--- src/rtl/serial_add_sub.sv ---
// Multi-cycle add/subtract unit: WIDTH-bit operands, CHUNK bits per clock LSB-first, registered ripple carry.
// Optional macro ADD_SUB_SAT_EN enables signed saturation of S on overflow at completion.
module serial_add_sub #(
  parameter int WIDTH = 8,
  parameter int CHUNK = 1
) (
  input  logic             Clk,
  input  logic             Rst,
  input  logic             Start,
  input  logic             Op,
  input  logic [WIDTH-1:0] A,
  input  logic [WIDTH-1:0] B,
  input  logic             Cin,
  output logic             Busy,
  output logic             Done,
  output logic [WIDTH-1:0] S,
  output logic             Cout,
  output logic             Ovf,
  output logic [1:0]       dbg_state_o
);

  localparam int N     = WIDTH / CHUNK;
  localparam int IDX_W = (N > 1) ? $clog2(N) : 1;
  localparam logic [IDX_W-1:0] LAST_IDX = IDX_W'(N - 1);

  localparam logic [1:0] ST_IDLE = 2'd0;
  localparam logic [1:0] ST_RUN  = 2'd1;
  localparam logic [1:0] ST_DONE = 2'd2;

  logic [1:0]       state_q, state_d;
  logic [IDX_W-1:0] idx_q, idx_d;
  logic [WIDTH-1:0] a_q, a_d;
  logic [WIDTH-1:0] b_q, b_d;
  logic             carry_q, carry_d;
  logic [WIDTH-1:0] acc_q, acc_d;
  logic [WIDTH-1:0] s_q, s_d;
  logic             cout_q, cout_d;
  logic             ovf_q, ovf_d;

  logic [CHUNK-1:0] a_slice, b_slice;
  logic [CHUNK:0]   slice_sum;
  logic [WIDTH-1:0] acc_step;
  logic [WIDTH-1:0] result;
  logic             ovf_w;
  int               base;

  // b_q holds B' (already inverted for subtract) so RUN is always a plain add.
  always_comb begin
    base      = int'(idx_q) * CHUNK;
    a_slice   = a_q[base +: CHUNK];
    b_slice   = b_q[base +: CHUNK];
    slice_sum = {1'b0, a_slice} + {1'b0, b_slice} + {{CHUNK{1'b0}}, carry_q};
    acc_step  = acc_q;
    acc_step[base +: CHUNK] = slice_sum[CHUNK-1:0];
    ovf_w     = (a_q[WIDTH-1] == b_q[WIDTH-1]) && (acc_step[WIDTH-1] != a_q[WIDTH-1]);
    result    = acc_step;
`ifdef ADD_SUB_SAT_EN
    if (ovf_w) begin
      result = a_q[WIDTH-1] ? {1'b1, {(WIDTH-1){1'b0}}} : {1'b0, {(WIDTH-1){1'b1}}};
    end
`endif
  end

  always_comb begin
    state_d = state_q;
    idx_d   = idx_q;
    a_d     = a_q;
    b_d     = b_q;
    carry_d = carry_q;
    acc_d   = acc_q;
    s_d     = s_q;
    cout_d  = cout_q;
    ovf_d   = ovf_q;
    case (state_q)
      ST_IDLE, ST_DONE: begin
        if (Start) begin
          a_d     = A;
          b_d     = Op ? ~B : B;
          carry_d = Op ? ~Cin : Cin;
          idx_d   = '0;
          state_d = ST_RUN;
        end else begin
          state_d = ST_IDLE;
        end
      end
      ST_RUN: begin
        acc_d   = acc_step;
        carry_d = slice_sum[CHUNK];
        if (idx_q == LAST_IDX) begin
          s_d     = result;
          cout_d  = slice_sum[CHUNK];
          ovf_d   = ovf_w;
          state_d = ST_DONE;
        end else begin
          idx_d = idx_q + IDX_W'(1);
        end
      end
      default: state_d = ST_IDLE;
    endcase
  end

  always_ff @(posedge Clk) begin
    if (Rst) begin
      state_q <= ST_IDLE;
      idx_q   <= '0;
      a_q     <= '0;
      b_q     <= '0;
      carry_q <= 1'b0;
      acc_q   <= '0;
      s_q     <= '0;
      cout_q  <= 1'b0;
      ovf_q   <= 1'b0;
    end else begin
      state_q <= state_d;
      idx_q   <= idx_d;
      a_q     <= a_d;
      b_q     <= b_d;
      carry_q <= carry_d;
      acc_q   <= acc_d;
      s_q     <= s_d;
      cout_q  <= cout_d;
      ovf_q   <= ovf_d;
    end
  end

  assign Busy        = (state_q == ST_RUN);
  assign Done        = (state_q == ST_DONE);
  assign S           = s_q;
  assign Cout        = cout_q;
  assign Ovf         = ovf_q;
  assign dbg_state_o = state_q;

endmodule

--- config.mk ---
export PLATFORM = sky130hd
export DESIGN_NAME = serial_add_sub
export DESIGN_NICKNAME = d
export VERILOG_FILES = /design/src/rtl/serial_add_sub.sv
export SDC_FILE = /design/constraint.sdc
export NUM_CORES = 1
export LEC_CHECK = 0
export ABC_CLOCK_PERIOD_IN_PS = 3050
export CAP_MARGIN = 20
export CORE_MARGIN = 4
export CORE_UTILIZATION = 52
export DETAILED_ROUTE_END_ITERATION = 7
export PLACE_DENSITY = 0.8
export SLEW_MARGIN = 20
export SYNTH_ARGS = -nofsm -noshare
export SYNTH_HDL_FRONTEND = slang
export SYNTH_SLANG_ARGS = --single-unit
--- constraint.sdc ---
create_clock -name Clk -period 3.05 [get_ports Clk]
set_clock_uncertainty 0.05 [all_clocks]
set_input_delay 0.7625 -clock Clk [delete_from_list [all_inputs] [get_ports Clk]]
set_output_delay 0.7625 -clock Clk [all_outputs]
set_load 0.01 [all_outputs]
---- Yosys cells after proc, flatten, opt, wreduce, memory -nomap -nowiden ----
Cells that the tools add are included.
storage, ports and cells
  bits in registers ....................... 40
  word-level logic and storage cells ...... 46
operators by class
  add/sub/neg operators ................... 4
  eq/ne operators ......................... 8
  shift-type cells ........................ 4
  multiplexer cells ....................... 11
  bitwise operators ....................... 2
  reduce and logical (&&, ||, !) cells .... 8
operators by type and width
  operator                  number
  $neg A3 Y33               1
  $shift A1 B33 Y8 const A  1
  $shiftx A1 B33 Y8         1
  $shiftx A8 B4 Y1          2
  $bwmux W8                 1
  $mux W8                   1
  $not A8 Y8                1
  $mux W3                   2
  $pmux W3 S2               1
  $reduce_and A2 Y1         3
  $ne A2 B2 Y1 const B      2
  $pmux W2 S2               1
  $add A3 B1 Y3 const B     1
  $eq A3 B3 Y1 const B      1
  $mux W1                   3
  $reduce_and A3 Y1         1
  $add A1 B1 Y2             1
  $add A2 B1 Y2             1
  $eq A2 B1 Y1 const B      1
  $eq A2 B2 Y1 const B      1
  $logic_not A2 Y1          1
  $mux W2                   1
  $ne A2 B1 Y1 const B      1
  $pmux W1 S2               1
  other kinds (6)           6

---- Depth between registers and ports, before layout ----
  word-level depth ........................ 7
  mapped depth ............................ 9

---- Worst setup path after synthesis ----
Ideal clock, no wire load.
  path kind ............................... register -> register
  from .................................... register idx_q[0]
  to ...................................... register ovf_q, in the netlist Ovf
  library setup time ...................... 88 ps
  data arrival time ....................... 2426 ps
  required time ........................... 2912 ps
  setup slack ............................. 486 ps
  stages on the path, launching flop included .. 10
  buffers on the path ..................... 2
  clock period less this slack ............ 2564 ps
  path through ............................ dfxtp_1 buf_6 mux4_1 nand2_1 nand2_1 fa_1 buf_4 mux2i_1 or3_1 a311oi_2
between the ends
  cells in the longest elaborated chain, start to end .. 7
  elaborated cells on any way between the ends .. 12
  those cells by class .................... add/sub (3); eq/ne (2); shift (4); mux (1); reduce/logical (2)
RTL lines
  element                              line    RTL
  start, declared                      31      logic [IDX_W-1:0] idx_q, idx_d;
  start signal, assigned               115     idx_q <= idx_d;
  $shiftx A8 B4 Y1 (on tied branches)  50, 51
  $add A1 B1 Y2                        52      slice_sum = {1'b0, a_slice} + {1'b0, b_slice} + {{CHUNK{1'b0}}, carry_q};
  $add A2 B1 Y2                        52
  $shiftx A1 B33 Y8                    54      acc_step[base +: CHUNK] = slice_sum[CHUNK-1:0];
  $bwmux W8                            54
  $ne A1 B1 Y1                         55      ovf_w = (a_q[WIDTH-1] == b_q[WIDTH-1]) && (acc_step[WIDTH-1] != a_q[WIDTH-1]);
  $logic_and A1 B1 Y1                  55
  end signal, assigned                 122     ovf_q <= ovf_d;
  end, declared                        38      logic ovf_q, ovf_d;
Several ways; a longest one is shown, not always the timed one.
A chain may end at the register's enable or synchronous reset.

---- Worst setup path in the final report ----
Same ends and word-level chain as after synthesis.

==> summary.txt <==
Power
  • Power share of the sequential group: 50.6%
  • Leak: 0.919 nW
  • Power per cell area: 464 mW/mm2
  • Total power: 0.00111 W
  • Internal: 0.000821 W
  • Switch share: 26.2%
  • Combinational power share: 16.6%
  • Psw: 0.000291 W
  • Clock share of power: 32.8%
  • Worst vdd ir: 302 uV

Clock network
  • CTS tree: done
  • CTS Buf Count: 5
  • CTS Hold Bufs: 0
  • PostCTS Resize Cnt: 0
  • H-tree depth: 2
  • Clock buffer depth: 2
  • Clock Tree Root: clkbuf_8
  • Clk Latency, worst-skew pair: 0.30 ns
  • Clock-pin slew on the worst setup and hold paths: 0.07 ns
  • Clock Sinks: 40
  • Post-CTS Setup Repair Bufs: 0

Finish
  • Layout cells sized above 1: 6.45%
  • Fill cell count: 313
  • Post-route cell area: 0.00240 mm2
  • Final core occ: 65.5%
  • Area added between synthesis and finish: 21.4%
  • Final #Nets: 273
  • Inserted Diodes: 0
  • Final Instance Count excl. Fillers: 296

Place
  • Placer congestion estimate: 0.837
  • Placed Cells: 288
  • Hpwl dp: 2540 um
  • PortBufs: 34
  • Placed instance area: 0.00230 mm2

Timing
  • Fin crit share: 87.3%
  • Setup TNS: 0 ns
  • RSZ-0062 raised after global routing: no
  • Tmin final: 2.66 ns
  • Maximum clock frequency: 375 MHz
  • Slew HR: 53.8%
  • Final Hold Fails: 0
  • Final setup vio count: 0
  • Fin. max-slew vios: 0
  • Measured slew at the worst slew-check pin: 0.694 ns

Worst setup path
  • CP Class: reg2reg
  • Maximum net fanout on the critical path: 10
  • Worst endpoint required time: 3.22 ns
  • CP Launch Type: flop
  • FF-to-FF setup slack: 0.39 ns
  • Critical Path Sink Type: flop
  • Arrival time at the worst endpoint: 2.83 ns

Worst hold path
  • Tightest Hold Check Type: reg2reg

Global route
  • All-layer global routing usage: 15.9%
  • First-pass GRT wire length: 6070 um
  • Largest net degree at the start of global routing: 41
  • Antenna violations before repair: 0
  • Vias in the first global route: 1370
  • Grt ovf: 0

Detailed routing
  • DRC viols: 0
  • Pre-Repair DR Iteration Count: 4
  • Vias post-DR: 1548
  • Routed wire per std cell: 12.2 um
  • Via/cell ratio: 5.23
  • Drt total wl: 3600 um
  • Post-route ant nets: 0
  • Number of DRC markers in iteration 0: 94

Synth
  • Synth warnings: 0
  • Cell area after synthesis: 0.00197 mm2
  • Mean Syn Cell Area: 9.02 um2
  • Sequential share of the synthesized area: 40.6%
  • Post-Syn Nets: 245
  • Top_reg_cell synth: dfxtp_1
  • Seq cells post-synth: 40
  • EDFF count, synth: 0
  • Library cells used by synthesis: 32
  • Ys async rst share: 0%
  • Cells after Synth: 219

Job
  • Maxcap violations: 0

Floorplan
  • Rows: 22
  • Ports: 35
  • Core Area: 0.00366 mm2
  • Die ar.: 0.00485 mm2
  • Die X: 69.6 um
  • Starting Density: 53.9%
  • Die height: 69.6 um

Status
  • Status: finished, final reports clean
==> cell type report <==
class	count	area, um2	share of cell area (%)
Tap cell	48	60.1	2.51
Sequential cell	40	801	33.4
Inverter	4	15.0	0.626
Multi-Input combinational cell	158	1060	44.1
Clock buffer	7	86.3	3.60
Timing Repair Buffer	38	370	15.4
Clock inverter	1	7.51	0.313
==> power by group through the flow <==
stage | combinational [W] | sequential [W] | clock [W]
6_report | 0.000185 | 0.000563 | 0.000364
3_3_place_gp | 0.000182 | 0.000575 | 0
3_5_place_dp | 0.000186 | 0.000575 | 0
4_1_cts | 0.000187 | 0.000563 | 0.000375
2_1_floorplan | 0.000136 | 0.000568 | 0
5_1_grt | 0.000205 | 0.000565 | 0.000400
==> stage by stage <==
stage                     setup slack, ns  hold slack [ns]
final                               0.386            0.403
after global routing                0.207            0.426
after CTS                           0.374            0.406
after detailed placement            0.380            0.395
after global placement              0.453            0.392
after floorplan                     0.486            0.382
==> metal layers <==
layer / track usage (%) / part of all wire (%) / up-vias / wire length [um]
met1: 18.2 / 45 / 689 / 1630
met2: 25.5 / 46 / 36 / 1640
met4: 7.66 / 2.4 / 0 / 87
met5: 0 / 0 / - / 0
li1: - / - / 816 / -
met3: 6.52 / 6.6 / 7 / 239
==> placed cells by master, fill, tap and decap left out, types with 2 or more instances in the layout <==
cell type and n:
a211oi_1 16, a21oi_1 12, a311oi_1 2, and2_1 3
and2b_2 2, buf_4 4, clkbuf_8 6, clkdlybuf4s50_1 34
dfxtp_1 40, ha_1 4, inv_1 4, mux2i_1 13
mux4_1 4, nand2_1 29, nand2b_1 2, nand3_1 11
nand4_1 4, nor2_1 30, nor2b_1 6, nor3_1 3
xnor2_1 8
==> worst max-delay path: stages (launching register included) <==
cell      delay [ns]
dfxtp_1         0.56
mux4_1          0.60
nand2_1         0.08
nand2_1         0.07
fa_1            0.53
mux2i_1         0.12
or3_1           0.34
a311oi_2        0.25
==> Yosys cell counts (2+ instances only) <==
cell type	instances	share of area [%]
a21oi_1	12	3.0
nand2b_1	2	0.63
inv_1	4	0.76
and2b_2	2	0.89
dfxtp_1	40	41
nand2_1	29	5.5
and2_1	3	0.95
nor3_1	3	0.76
nor2b_1	6	1.9
mux2i_1	13	6.6
buf_6	3	1.7
mux4_1	4	5.3
a311oi_1	2	0.89
xnor2_1	8	3.5
ha_1	4	2.5
clkbuf_1	10	1.9
a211oi_1	16	6.1
nand3_1	11	2.8
nor2_1	30	5.7
nand4_1	4	1.3
buf_2	2	0.51
==> final timing paths <==
kind | start | endpoint | depth (start not counted)
worst min-delay path | a_q[5] | a_q[5] | 2
worst min register to register | a_q[5] | a_q[5] | 2
worst max register to register | idx_q[0] | Ovf | 7
worst max-delay path | idx_q[0] | Ovf | 7
==> logic make-up after synthesis <==
kind of cell	Yosys count	synth area share, %
simple gates	95	23.0
flops	40	40.6
compound gates	32	11.1
buf+inv	21	5.89
mux	17	11.9
xor+xnor	9	3.99
fa+ha+maj	5	3.55
==> registers in the layout, summed over array words and instances (netlist names) <==
register,flops
S,8
a_q,8
acc_q,8
b_q,8
idx_q,3
dbg_state_o,2
Cout,1
Ovf,1
carry_q,1
No activity file was read; power rests on OpenSTA's default activity.
